===== config.mk =====
export PLATFORM = sky130hd
export DESIGN_NAME = axil_mem_arbiter_flat
export DESIGN_NICKNAME = d
export VERILOG_FILES = /design/src/rtl/axil_mem_arbiter_pkg.sv /design/src/rtl/axil_mem_arbiter_if.sv /design/src/rtl/axil_rr_arb2.sv /design/src/rtl/axil_mem_arbiter.sv /design/src/flat_wrapper.sv
export SDC_FILE = /design/constraint.sdc
export NUM_CORES = 1
export LEC_CHECK = 0
export CORE_AREA = 10 10 119 121
export CTS_CLUSTER_SIZE = 10
export DETAILED_ROUTE_END_ITERATION = 7
export DIE_AREA = 0 0 129 131
export SYNTH_ARGS = -nofsm -noshare
export SYNTH_HDL_FRONTEND = slang
export SYNTH_SLANG_ARGS = --single-unit

===== constraint.sdc =====
create_clock -name clk -period 5 [get_ports clk]
set_input_delay 1 -clock clk [delete_from_list [all_inputs] [get_ports clk]]
set_output_delay 1 -clock clk [all_outputs]
set_load 0.02 [all_outputs]

===== src/rtl/axil_mem_arbiter_pkg.sv =====
// rtl/axil_mem_arbiter_pkg.sv - shared widths, response codes and state/grant types for the memory arbiter
package axil_pkg;

  localparam int DATA_WIDTH = 32;
  localparam int DATA_DEPTH = 64;
  localparam int ADDR_WIDTH = 7;
  localparam int STRB_WIDTH = DATA_WIDTH / 8;
  localparam int RESP_WIDTH = 2;

  localparam logic [RESP_WIDTH-1:0] RESP_OKAY   = 2'b00;
  localparam logic [RESP_WIDTH-1:0] RESP_SLVERR = 2'b10;

  typedef enum logic [2:0] {
    IDLE,
    WR,
    RD,
    RD_WAIT,
    RSP
  } arb_state_t;

  typedef enum logic {
    GNT_WR,
    GNT_RD
  } grant_t;

endpackage


===== src/rtl/axil_mem_arbiter_if.sv =====
// rtl/axil_mem_arbiter_if.sv - requester and memory-port signals of the arbiter, with master/slave views
interface axil_mem_arbiter_if;
  import axil_pkg::*;

  // write requester
  logic                  wen;
  logic [ADDR_WIDTH-1:0] waddr;
  logic [DATA_WIDTH-1:0] wdata;
  logic [STRB_WIDTH-1:0] wstrb;
  logic                  wdone;
  logic [RESP_WIDTH-1:0] wresp;

  // read requester
  logic                  ren;
  logic [ADDR_WIDTH-1:0] raddr;
  logic                  mready;
  logic [DATA_WIDTH-1:0] mdata;
  logic [RESP_WIDTH-1:0] mresp;

  // single-port memory
  logic                  mem_cs;
  logic                  mem_we;
  logic [ADDR_WIDTH-1:0] mem_addr;
  logic [DATA_WIDTH-1:0] mem_wdata;
  logic [STRB_WIDTH-1:0] mem_be;
  logic [DATA_WIDTH-1:0] mem_rdata;

  // requesters plus memory model side
  modport master (
    output wen, waddr, wdata, wstrb, ren, raddr, mem_rdata,
    input  wdone, wresp, mready, mdata, mresp,
    input  mem_cs, mem_we, mem_addr, mem_wdata, mem_be
  );

  // arbiter side
  modport slave (
    input  wen, waddr, wdata, wstrb, ren, raddr, mem_rdata,
    output wdone, wresp, mready, mdata, mresp,
    output mem_cs, mem_we, mem_addr, mem_wdata, mem_be
  );

endinterface


===== src/rtl/axil_rr_arb2.sv =====
// rtl/axil_rr_arb2.sv - 2-way write/read picker; round-robin by default, read-first when AXIL_ARB_RD_PRIO_EN is defined
module axil_rr_arb2
  import axil_pkg::*;
(
  input  logic   req_wr,
  input  logic   req_rd,
  input  grant_t last_grant,
  output grant_t grant
);

`ifdef AXIL_ARB_RD_PRIO_EN
  // fixed priority: a pending read always beats a pending write
  always_comb begin
    grant = req_rd ? GNT_RD : GNT_WR;
  end
`else
  // round-robin: on a tie, serve the side that was not served last
  always_comb begin
    grant = GNT_WR;
    if (req_wr && req_rd) begin
      grant = (last_grant == GNT_WR) ? GNT_RD : GNT_WR;
    end else if (req_rd) begin
      grant = GNT_RD;
    end
  end
`endif

endmodule


===== src/rtl/axil_mem_arbiter.sv =====
// rtl/axil_mem_arbiter.sv - shares one single-port memory between write and read paths (AXIL_ARB_RD_PRIO_EN selects read priority)
module axil_mem_arbiter
  import axil_pkg::*;
(
  input  logic         clk,
  input  logic         rst,
  axil_mem_arbiter_if.slave bus
);

  localparam logic [ADDR_WIDTH:0] DEPTH_L = DATA_DEPTH[ADDR_WIDTH:0];

  arb_state_t state, state_nxt;
  grant_t     pick, cur_grant, last_grant;

  logic [ADDR_WIDTH-1:0] mem_addr_q;
  logic [DATA_WIDTH-1:0] mem_wdata_q;
  logic [STRB_WIDTH-1:0] mem_be_q;
  logic [DATA_WIDTH-1:0] mdata_q;
  logic [RESP_WIDTH-1:0] mresp_q;
  logic [RESP_WIDTH-1:0] wresp_q;

  logic                  any_req;
  logic                  grant_fire;
  logic                  addr_err;
  logic [ADDR_WIDTH-1:0] req_addr;

  axil_rr_arb2 u_arb (
    .req_wr     (bus.wen),
    .req_rd     (bus.ren),
    .last_grant (last_grant),
    .grant      (pick)
  );

  assign any_req    = bus.wen | bus.ren;
  assign grant_fire = (state == IDLE) && any_req;
  assign req_addr   = (pick == GNT_RD) ? bus.raddr : bus.waddr;
  assign addr_err   = {1'b0, req_addr} >= DEPTH_L;

  // state register
  always_ff @(posedge clk or posedge rst) begin
    if (rst) begin
      state <= IDLE;
    end else begin
      state <= state_nxt;
    end
  end

  // next state: out-of-range grants skip the memory and go straight to the response
  always_comb begin
    state_nxt = state;
    case (state)
      IDLE: begin
        if (any_req) begin
          if (addr_err)             state_nxt = RSP;
          else if (pick == GNT_RD)  state_nxt = RD;
          else                      state_nxt = WR;
        end
      end
      WR:      state_nxt = RSP;
      RD:      state_nxt = RD_WAIT;
      RD_WAIT: state_nxt = RSP;
      RSP:     state_nxt = IDLE;
      default: state_nxt = IDLE;
    endcase
  end

  // grant bookkeeping, request latches and held response registers
  always_ff @(posedge clk or posedge rst) begin
    if (rst) begin
      cur_grant   <= GNT_WR;
      last_grant  <= GNT_WR;
      mem_addr_q  <= '0;
      mem_wdata_q <= '0;
      mem_be_q    <= '0;
      mdata_q     <= '0;
      mresp_q     <= '0;
      wresp_q     <= '0;
    end else begin
      if (grant_fire) begin
        cur_grant  <= pick;
`ifndef AXIL_ARB_RD_PRIO_EN
        last_grant <= pick;
`endif
        mem_addr_q <= req_addr;
        if (pick == GNT_WR) begin
          mem_wdata_q <= bus.wdata;
          mem_be_q    <= bus.wstrb;
        end else begin
          mem_wdata_q <= '0;
          mem_be_q    <= '0;
        end
        if (addr_err) begin
          if (pick == GNT_WR) begin
            wresp_q <= RESP_SLVERR;
          end else begin
            mresp_q <= RESP_SLVERR;
            mdata_q <= '0;
          end
        end
      end
      if (state == WR) begin
        wresp_q <= RESP_OKAY;
      end
      if (state == RD_WAIT) begin
        mdata_q <= bus.mem_rdata;
        mresp_q <= RESP_OKAY;
      end
    end
  end

  assign bus.mem_cs    = (state == WR) || (state == RD);
  assign bus.mem_we    = (state == WR);
  assign bus.mem_addr  = mem_addr_q;
  assign bus.mem_wdata = mem_wdata_q;
  assign bus.mem_be    = mem_be_q;

  assign bus.wdone  = (state == RSP) && (cur_grant == GNT_WR);
  assign bus.mready = (state == RSP) && (cur_grant == GNT_RD);
  assign bus.wresp  = wresp_q;
  assign bus.mresp  = mresp_q;
  assign bus.mdata  = mdata_q;

endmodule


===== src/flat_wrapper.sv =====
// flat-port wrapper written by rule: the top's interface ports become plain ports
module axil_mem_arbiter_flat import axil_pkg::*;
  (clk, rst, bus_wen, bus_waddr, bus_wdata, bus_wstrb, bus_ren, bus_raddr, bus_mem_rdata, bus_wdone, bus_wresp, bus_mready, bus_mdata, bus_mresp, bus_mem_cs, bus_mem_we, bus_mem_addr, bus_mem_wdata, bus_mem_be);
  axil_mem_arbiter_if bus_i ();
  input  logic clk;
  input  logic rst;
  input wire logic [$bits(bus_i.wen)-1:0] bus_wen;
  input wire logic [$bits(bus_i.waddr)-1:0] bus_waddr;
  input wire logic [$bits(bus_i.wdata)-1:0] bus_wdata;
  input wire logic [$bits(bus_i.wstrb)-1:0] bus_wstrb;
  input wire logic [$bits(bus_i.ren)-1:0] bus_ren;
  input wire logic [$bits(bus_i.raddr)-1:0] bus_raddr;
  input wire logic [$bits(bus_i.mem_rdata)-1:0] bus_mem_rdata;
  output wire logic [$bits(bus_i.wdone)-1:0] bus_wdone;
  output wire logic [$bits(bus_i.wresp)-1:0] bus_wresp;
  output wire logic [$bits(bus_i.mready)-1:0] bus_mready;
  output wire logic [$bits(bus_i.mdata)-1:0] bus_mdata;
  output wire logic [$bits(bus_i.mresp)-1:0] bus_mresp;
  output wire logic [$bits(bus_i.mem_cs)-1:0] bus_mem_cs;
  output wire logic [$bits(bus_i.mem_we)-1:0] bus_mem_we;
  output wire logic [$bits(bus_i.mem_addr)-1:0] bus_mem_addr;
  output wire logic [$bits(bus_i.mem_wdata)-1:0] bus_mem_wdata;
  output wire logic [$bits(bus_i.mem_be)-1:0] bus_mem_be;
  assign bus_i.wen = bus_wen;
  assign bus_i.waddr = bus_waddr;
  assign bus_i.wdata = bus_wdata;
  assign bus_i.wstrb = bus_wstrb;
  assign bus_i.ren = bus_ren;
  assign bus_i.raddr = bus_raddr;
  assign bus_i.mem_rdata = bus_mem_rdata;
  assign bus_wdone = bus_i.wdone;
  assign bus_wresp = bus_i.wresp;
  assign bus_mready = bus_i.mready;
  assign bus_mdata = bus_i.mdata;
  assign bus_mresp = bus_i.mresp;
  assign bus_mem_cs = bus_i.mem_cs;
  assign bus_mem_we = bus_i.mem_we;
  assign bus_mem_addr = bus_i.mem_addr;
  assign bus_mem_wdata = bus_i.mem_wdata;
  assign bus_mem_be = bus_i.mem_be;
  axil_mem_arbiter u_core (.clk(clk), .rst(rst), .bus(bus_i));
endmodule

# After elaboration in Yosys (flattened, before gate mapping)
# Index checks and enable logic that the tools add are counted.
# totals
reg_bits	83
input_bits	86
word_cells	53
# classes
order_cmp	1
n_eq_ne	6
n_mux	22
n_bitwise	2
reduce_logical	14
# op_table
cell	count
$mux 32	5
$mux 2	9
$reduce_bool 2->1	5
$pmux 3 s3	1
$ge 7x7->1 const B	1
$mux 7	1
$eq 3x2->1 const B	2
$mux 3	2
$reduce_and 3->1	2
$logic_and 1x1->1	4
$mux 4	1
$eq 3x1->1 const B	1
$eq 3x3->1 const B	1
$logic_not 3->1	1
$mux 1	3
$ne 2x1->1 const B	1
$ne 2x2->1 const B	1
$reduce_or 2->1	1
$logic_or 1x1->1	1
$not 1->1	1
$or 1x1->1	1

# Depth between registers and ports, before layout
# Gate-level depths: netlist of the first run.
# depth
depth_word	7
mapped_depth	6

# Cells and area by module
# Synthesis of the first run repeated with hierarchy kept, for this count alone.
# unflattened
cells_unflattened	325
hier_area_um2	3573.4
# modules_own_cells
mod	n_inst	cells_each	area_each_um2
axil_mem_arbiter	1	324	3562.2
axil_rr_arb2	1	1	11.3

# Least setup slack after synthesis of the first run
# No wires, ideal clock.
# synth_timing
path_kind	reg2out
startpoint	register u_core.state[0]
endpoint	output port bus_wdone
arrival_ns	1.250
t_required_ns	4.000
slack_ns	2.750
stages_incl_launch_ff	3
n_path_buf	1
cell_sequence	dfrtp_1 -> buf_6 -> nor4b_1
# synth_between
elab_chain_len	2
# synth_lines
item	line	text
from (decl)	axil_mem_arbiter.sv:12	arb_state_t state, state_nxt;
from (signal assigned)	axil_mem_arbiter.sv:44	state <= state_nxt;
$eq 3x3->1	axil_mem_arbiter.sv:117	assign bus.wdone = (state == RSP) && (cur_grant == GNT_WR);
$logic_and 1x1->1	axil_mem_arbiter.sv:117	
to (decl)	flat_wrapper.sv:14	output wire logic [$bits(bus_i.wdone)-1:0] bus_wdone;
# Every way passes these cells.

# Worst setup path in the final report of the first run
# layout_timing
startpoint	register u_core.state[1]
endpoint	output port bus_mready
# layout_between
elab_chain_len	2
# layout_lines
item	line	text
$eq 3x3->1	axil_mem_arbiter.sv:118	assign bus.mready = (state == RSP) && (cur_grant == GNT_RD);
$logic_and 1x1->1	axil_mem_arbiter.sv:118	
to (decl)	flat_wrapper.sv:16	output wire logic [$bits(bus_i.mready)-1:0] bus_mready;
# Every way passes these cells.

==> results of run 1 <==
[metal layers]
metal  up-vias  global-route usage, %  wire length (microns)
met3        15                  5.399                    945
met1      1465                  15.44                   4748
met4         0                  4.749                    206
met2       115                  21.42                   5354
li1       1527                      -                      -
met5         -                      0                      0
[synthesized netlist by cell type, drive strengths merged, types with 3 or more instances]
cell type	n	area, sq um
nor2	4	15.01
nand2	100	375.4
o21a	3	22.52
inv	3	11.26
mux2i	7	70.07
clkbuf	21	81.33
o21ai	118	590.6
buf	13	106.3
dfrtp	81	2027
nor3	3	20.02
[final cells by class]
class	instances	share of cell area, %
Clock buffer	9	4.137
Sequential cell	81	37.23
Multi-Input combinational cell	252	22.57
Timing Repair Buffer	172	31.35
Inverter	3	0.2298
Tap cell	147	3.379
Clock inverter	6	1.103
[stage by stage]
stage          total power, mW  hold WS (ns)  cells
2_1_floorplan            1.880        0.5076    370
3_3_place_gp             2.517        0.4745    655
3_5_place_dp             2.552        0.4828    655
4_1_cts                  3.201        0.4961    670
5_1_grt                  3.370        0.5208    670
6_report                 3.149        0.4923    670
[power by group through the flow]
stage / clock [mW] / combinational [mW] / sequential [mW]
floorplan: 0 / 0.586 / 1.29
global placement: 0 / 1.47 / 1.05
detailed placement: 0 / 1.50 / 1.05
CTS: 0.654 / 1.50 / 1.05
global route: 0.685 / 1.61 / 1.08
finish: 0.636 / 1.47 / 1.04
[cells by family after synthesis]
kind of cell           Yosys count  share of synthesized area, %
AO/OA/AOI/OAI                  126                         18.94
XOR/XNOR                         1                        0.2540
buffers and inverters           37                         5.769
flip-flops                      81                         58.78
multiplexers                     8                         2.359
other                            1                        0.1087
AND/OR/NAND/NOR                115                         13.79
[state kept, by name, summed over array words and instances, names as in the netlist]
register and cells:
u_core.bus.wresp 1, u_core.bus.mem_be 4, u_core.bus.mresp 1, u_core.cur_grant 1
u_core.bus.mem_wdata 32, u_core.state 3, u_core.bus.mdata 32, u_core.bus.mem_addr 7
[worst min-delay path by stage]
| stage | startpoint | depth (start not counted) | end |
|---|---|---|---|
| 5_1_grt | u_core.bus.wresp[1]$_DFFE_PP0P_ | 1 | u_core.bus.wresp[1]$_DFFE_PP0P_ |
| 3_3_place_gp | u_core.bus.mresp[1]$_DFFE_PP0P_ | 1 | u_core.bus.mresp[1]$_DFFE_PP0P_ |
| 6_report | u_core.bus.mresp[1]$_DFFE_PP0P_ | 1 | u_core.bus.mresp[1]$_DFFE_PP0P_ |
| 2_1_floorplan | u_core.cur_grant$_DFFE_PP0P_ | 1 | u_core.cur_grant$_DFFE_PP0P_ |
| 4_1_cts | u_core.bus.mresp[1]$_DFFE_PP0P_ | 1 | u_core.bus.mresp[1]$_DFFE_PP0P_ |
| 3_5_place_dp | u_core.bus.mresp[1]$_DFFE_PP0P_ | 1 | u_core.bus.mresp[1]$_DFFE_PP0P_ |
==> impl_metrics.toml, run 1 <==
[power_and_ir_drop]
switching_power_mw = 1.222
clockPowerShare_pct = 20.2
cellPowerDensity_nw_per_um2 = 578.4
power_frac_seq_pct = 33.2
pwr-share-comb_pct = 46.6
p_leak_nw = 2.257
intPower_mw = 1.927
vdd_drop_max_uv = 223.6
swShare_pct = 38.80

[clock_tree]
clock_path_buffers = 2
cts_tree = "built"
clkTransAtPathRegs_ns = 0.06
clock_sinks = 81
clock_latency_ns = 0.33
ctsResizeCount = 0
cts_setup_buffers = 0
htree_num_levels = 3
cts_made_buffers = 9
cts_hold_buf = 0
root_buffer = "clkbuf_16"

[drt]
num_vias = 3122
drt.antenna.violating_nets = 0
wl_microns = 11250
drc_errors = 0
drt-initial-drc-count = 299
wl_per_cell_microns = 16.80
routed_via_density = 4.660
dr.pass1.iters = 4

[sta]
slew_violations = 0
min_period_ns = 2.867
worst_pin_slew_ns = 1.133
hold_viol_final = 0
slew_headroom_pct = 24.44
fin_crit_sh_pct = 57.34
rsz0062_at_grt = "false"
fin_ws_ns = 2.133
skew_ns = 0.004111
fin_tns_setup_ns = 0
fmax_ghz = 0.3488
setup_viol = 0

[placement]
place.gp.congestion = 0.7446
placed_area_sq_um = 5159
place_ws_ns = 1.736
hpwlAfterDp_microns = 8263
io_buffer_count = 166

[finish]
final_layout_size_suffix_gt1_share_pct = 5.163
synthToLayoutAreaGrowth_pct = 57.87
final_common_cell = "clkdlybuf4s50_1"
antennaDiodeCount = 0
final_util_pct = 46.09
multi_input_area_sq_um = 1229
fillCellCount = 1140
fin_nets = 605
seqCellArea_sq_um = 2027
stdcell_area_sq_um = 5444
layout_common_cells = "clkdlybuf4s50_1, nand2_1, dfrtp_1"

[setup_path]
crit_type = "flop to output port"
startpoint_type = "flop"
slowest_stage = "clkdlybuf4s50_1"
max_stage_delay_ns = 0.70
worstReg2RegStart = "u_core.state[1]$_DFFE_PP0P_"
path_cells = "nor4bb_1 -> clkdlybuf4s50_1"
cp-startpoint = "u_core.state[1]$_DFFE_PP0P_"
r2r-end = "u_core.bus.mem_wdata[30]$_DFFE_PP0P_"
cp_top_family = "buffers and inverters"
cp.required_ns = 4.00
cp_data_arrival_time_ns = 1.87
r2r_cells = 4
crit_end = "bus_mready"
worst-path-buf-inv = 1
r2r_setup_slack_ns = 2.72
cp.depth = 2
end_kind = "output port"
path_max_fanout = 10

[synthesis]
async_flop_share_pct = 100.0
ys_warn_count = 0
synth-main-ff-cell = "dfrtp_1"
syn_avg_cell_area_sq_um = 9.345
syn_inst = 369
synth-edff-count = 0
ys_seq_area_share_pct = 58.78
syn_area_sq_um = 3448
ys_types = 32
ys_ff_latch = 81

[grt]
grt_max_degree = 51
gr-total-overflow = 0
grt_pass1_vias = 3310
antenna_found_initial = 0
grt_use_total_pct = 13.20
grt_first_pass_wirelength_microns = 17710

[die]
coreArea_sq_um = 11810
die-area_sq_um = 16900
row_count = 40
die_w_microns = 129
die_h_microns = 131
start_util_pct = 29.19
boundaryPins = 169

[outcome]
status = "complete, no violations"

[worst_hold_path]
hold_path.class = "flop to flop"

[flow_run]
timing.max_cap.violations = 0
Power figures use the tool's default switching activity.
==> inputs of run 2 (changes only) <==
Clock period 5 ns to 2.8 ns, I/O delays scaled along.
==> impl_metrics.toml, run 2 (synthesis results as in run 1) <==
[outcome]
status = "complete, no violations"

[power_and_ir_drop]
intPower_mw = 3.599
swShare_pct = 38.03
clockPowerShare_pct = 22.3
cellPowerDensity_nw_per_um2 = 1050
switching_power_mw = 2.209
vdd_drop_max_uv = 458.1
p_leak_nw = 2.299
pwr-share-comb_pct = 45.7
power_frac_seq_pct = 32.0

[sta]
slew_headroom_pct = 49.18
slew_violations = 0
rsz0062_at_grt = "false"
skew_ns = 0.004429
fmax_ghz = 0.4181
fin_ws_ns = 0.4082
fin_tns_setup_ns = 0
setup_viol = 0
min_period_ns = 2.392
worst_pin_slew_ns = 0.7615
fin_crit_sh_pct = 85.42
hold_viol_final = 0

[setup_path]
worst-path-buf-inv = 1
end_kind = "output port"
path_max_fanout = 10
startpoint_type = "flop"
cp_data_arrival_time_ns = 1.83
slowest_stage = "clkdlybuf4s50_1"
crit_type = "flop to output port"
cp_top_family = "buffers and inverters"
r2r_setup_slack_ns = 0.80
max_stage_delay_ns = 0.69
path_cells = "nor4bb_1 -> clkdlybuf4s50_1"
cp.required_ns = 2.24

[die]
die_w_microns = 129
die_h_microns = 131
coreArea_sq_um = 11810
row_count = 40
start_util_pct = 29.19
die-area_sq_um = 16900
boundaryPins = 169

[flow_run]
timing.max_cap.violations = 0

[clock_tree]
clock_sinks = 81
ctsResizeCount = 0
cts_tree = "built"
clock_path_buffers = 2
clkTransAtPathRegs_ns = 0.06
htree_num_levels = 3
cts_setup_buffers = 0
cts_made_buffers = 9
clock_latency_ns = 0.33
cts_hold_buf = 0
root_buffer = "clkbuf_16"

[grt]
grt_first_pass_wirelength_microns = 17940
antenna_found_initial = 0
use_met3_pct = 5.963
gr-total-overflow = 0
grt_use_total_pct = 13.45
grt_max_degree = 49
met2_usage_pct = 21.94
top_usage_layer = "met2"
grt_pass1_vias = 3311
grt_util_met1_pct = 15.59

[placement]
place_ws_ns = 0.6081
io_buffer_count = 166
dp_cells = 659
hpwlAfterDp_microns = 8323
place.gp.congestion = 0.7351

[drt]
drt-initial-drc-count = 223
drt.antenna.violating_nets = 0
dr.pass1.iters = 4
wl_microns = 11500
routed_via_density = 4.690
wl_per_cell_microns = 17.04
num_vias = 3166
drc_errors = 0

[finish]
final_common_cell = "clkdlybuf4s50_1"
synthToLayoutAreaGrowth_pct = 60.45
layout_common_cells = "clkdlybuf4s50_1, nand2_1, dfrtp_1"
fin_nets = 609
fin_cells = 675
final_layout_size_suffix_gt1_share_pct = 5.871
antennaDiodeCount = 0

[worst_hold_path]
hold_path.class = "flop to flop"
==> run 2: changes by cell type in the layout (fill, tap and decap cells not counted) <==
cell	change
buf_4	+3
bufinv_16	+1
buf_12	+1
clkbuf_8	+2
clkinv_2	-3
clkbuf_1	+1
==> run 2: per-layer routing <==
layer	wire length, microns	vias up
met5	0	-
met4	126	0
met3	1255	12
met2	5523	118
met1	4596	1498
li1	-	1538
==> run 2: worst paths after layout <==
path | startpoint | to | cells past startpoint
worst min-delay path | u_core.bus.mresp[1]$_DFFE_PP0P_ | u_core.bus.mresp[1]$_DFFE_PP0P_ | 1
max in group asynchronous | rst | u_core.bus.mem_addr[2]$_DFFE_PP0P_ | 3
worst max-delay path | u_core.state[1]$_DFFE_PP0P_ | bus_mready | 2
worst max register to register | u_core.state[1]$_DFFE_PP0P_ | u_core.cur_grant$_DFFE_PP0P_ | 4
worst min register to register | u_core.bus.mresp[1]$_DFFE_PP0P_ | u_core.bus.mresp[1]$_DFFE_PP0P_ | 1
min in group asynchronous | rst | u_core.bus.mdata[27]$_DFFE_PP0P_ | 2
==> run 2: through the flow <==
stage,area [sq um],utilization (%),hold WS (ns),power [mW]
floorplan,3452,-,0.5076,3.357
global placement,5201,44.04,0.4753,4.519
detailed placement,5201,44.04,0.4845,4.576
CTS,5533,46.84,0.4975,5.897
global route,5533,46.84,0.5357,6.204
finish,5533,46.84,0.4933,5.808
==> run 2: final cells by class <==
type | count | area [sq um]
Clock buffer | 12 | 256.5
Clock inverter | 4 | 75.07
Fill cell | 1163 | 6279
Inverter | 3 | 12.51
Multi-Input combinational cell | 252 | 1229
Sequential cell | 81 | 2027
Tap cell | 147 | 183.9
Timing Repair Buffer | 176 | 1749
==> run 2: worst reg2reg max path, cell delays in order, from the launching register on <==
cell,delay (ns)
dfrtp_1,0.49
or3_4,0.60
or2_1,0.31
buf_4,0.28
o2bb2ai_1,0.18
==> run 2: power groups by stage <==
stage	registers [mW]	logic, mW	clock network (mW)
CTS	1.86	2.70	1.33
global placement	1.86	2.66	0
global route	1.93	2.89	1.39
floorplan	2.31	1.05	0
finish	1.86	2.65	1.29
detailed placement	1.88	2.70	0
==> inputs of run 3 (changes only) <==
Settings changed: SKIP_LAST_GASP set to 1.
==> results of run 3 <==
Final layout, timing and power as in run 2 (identical DEF).
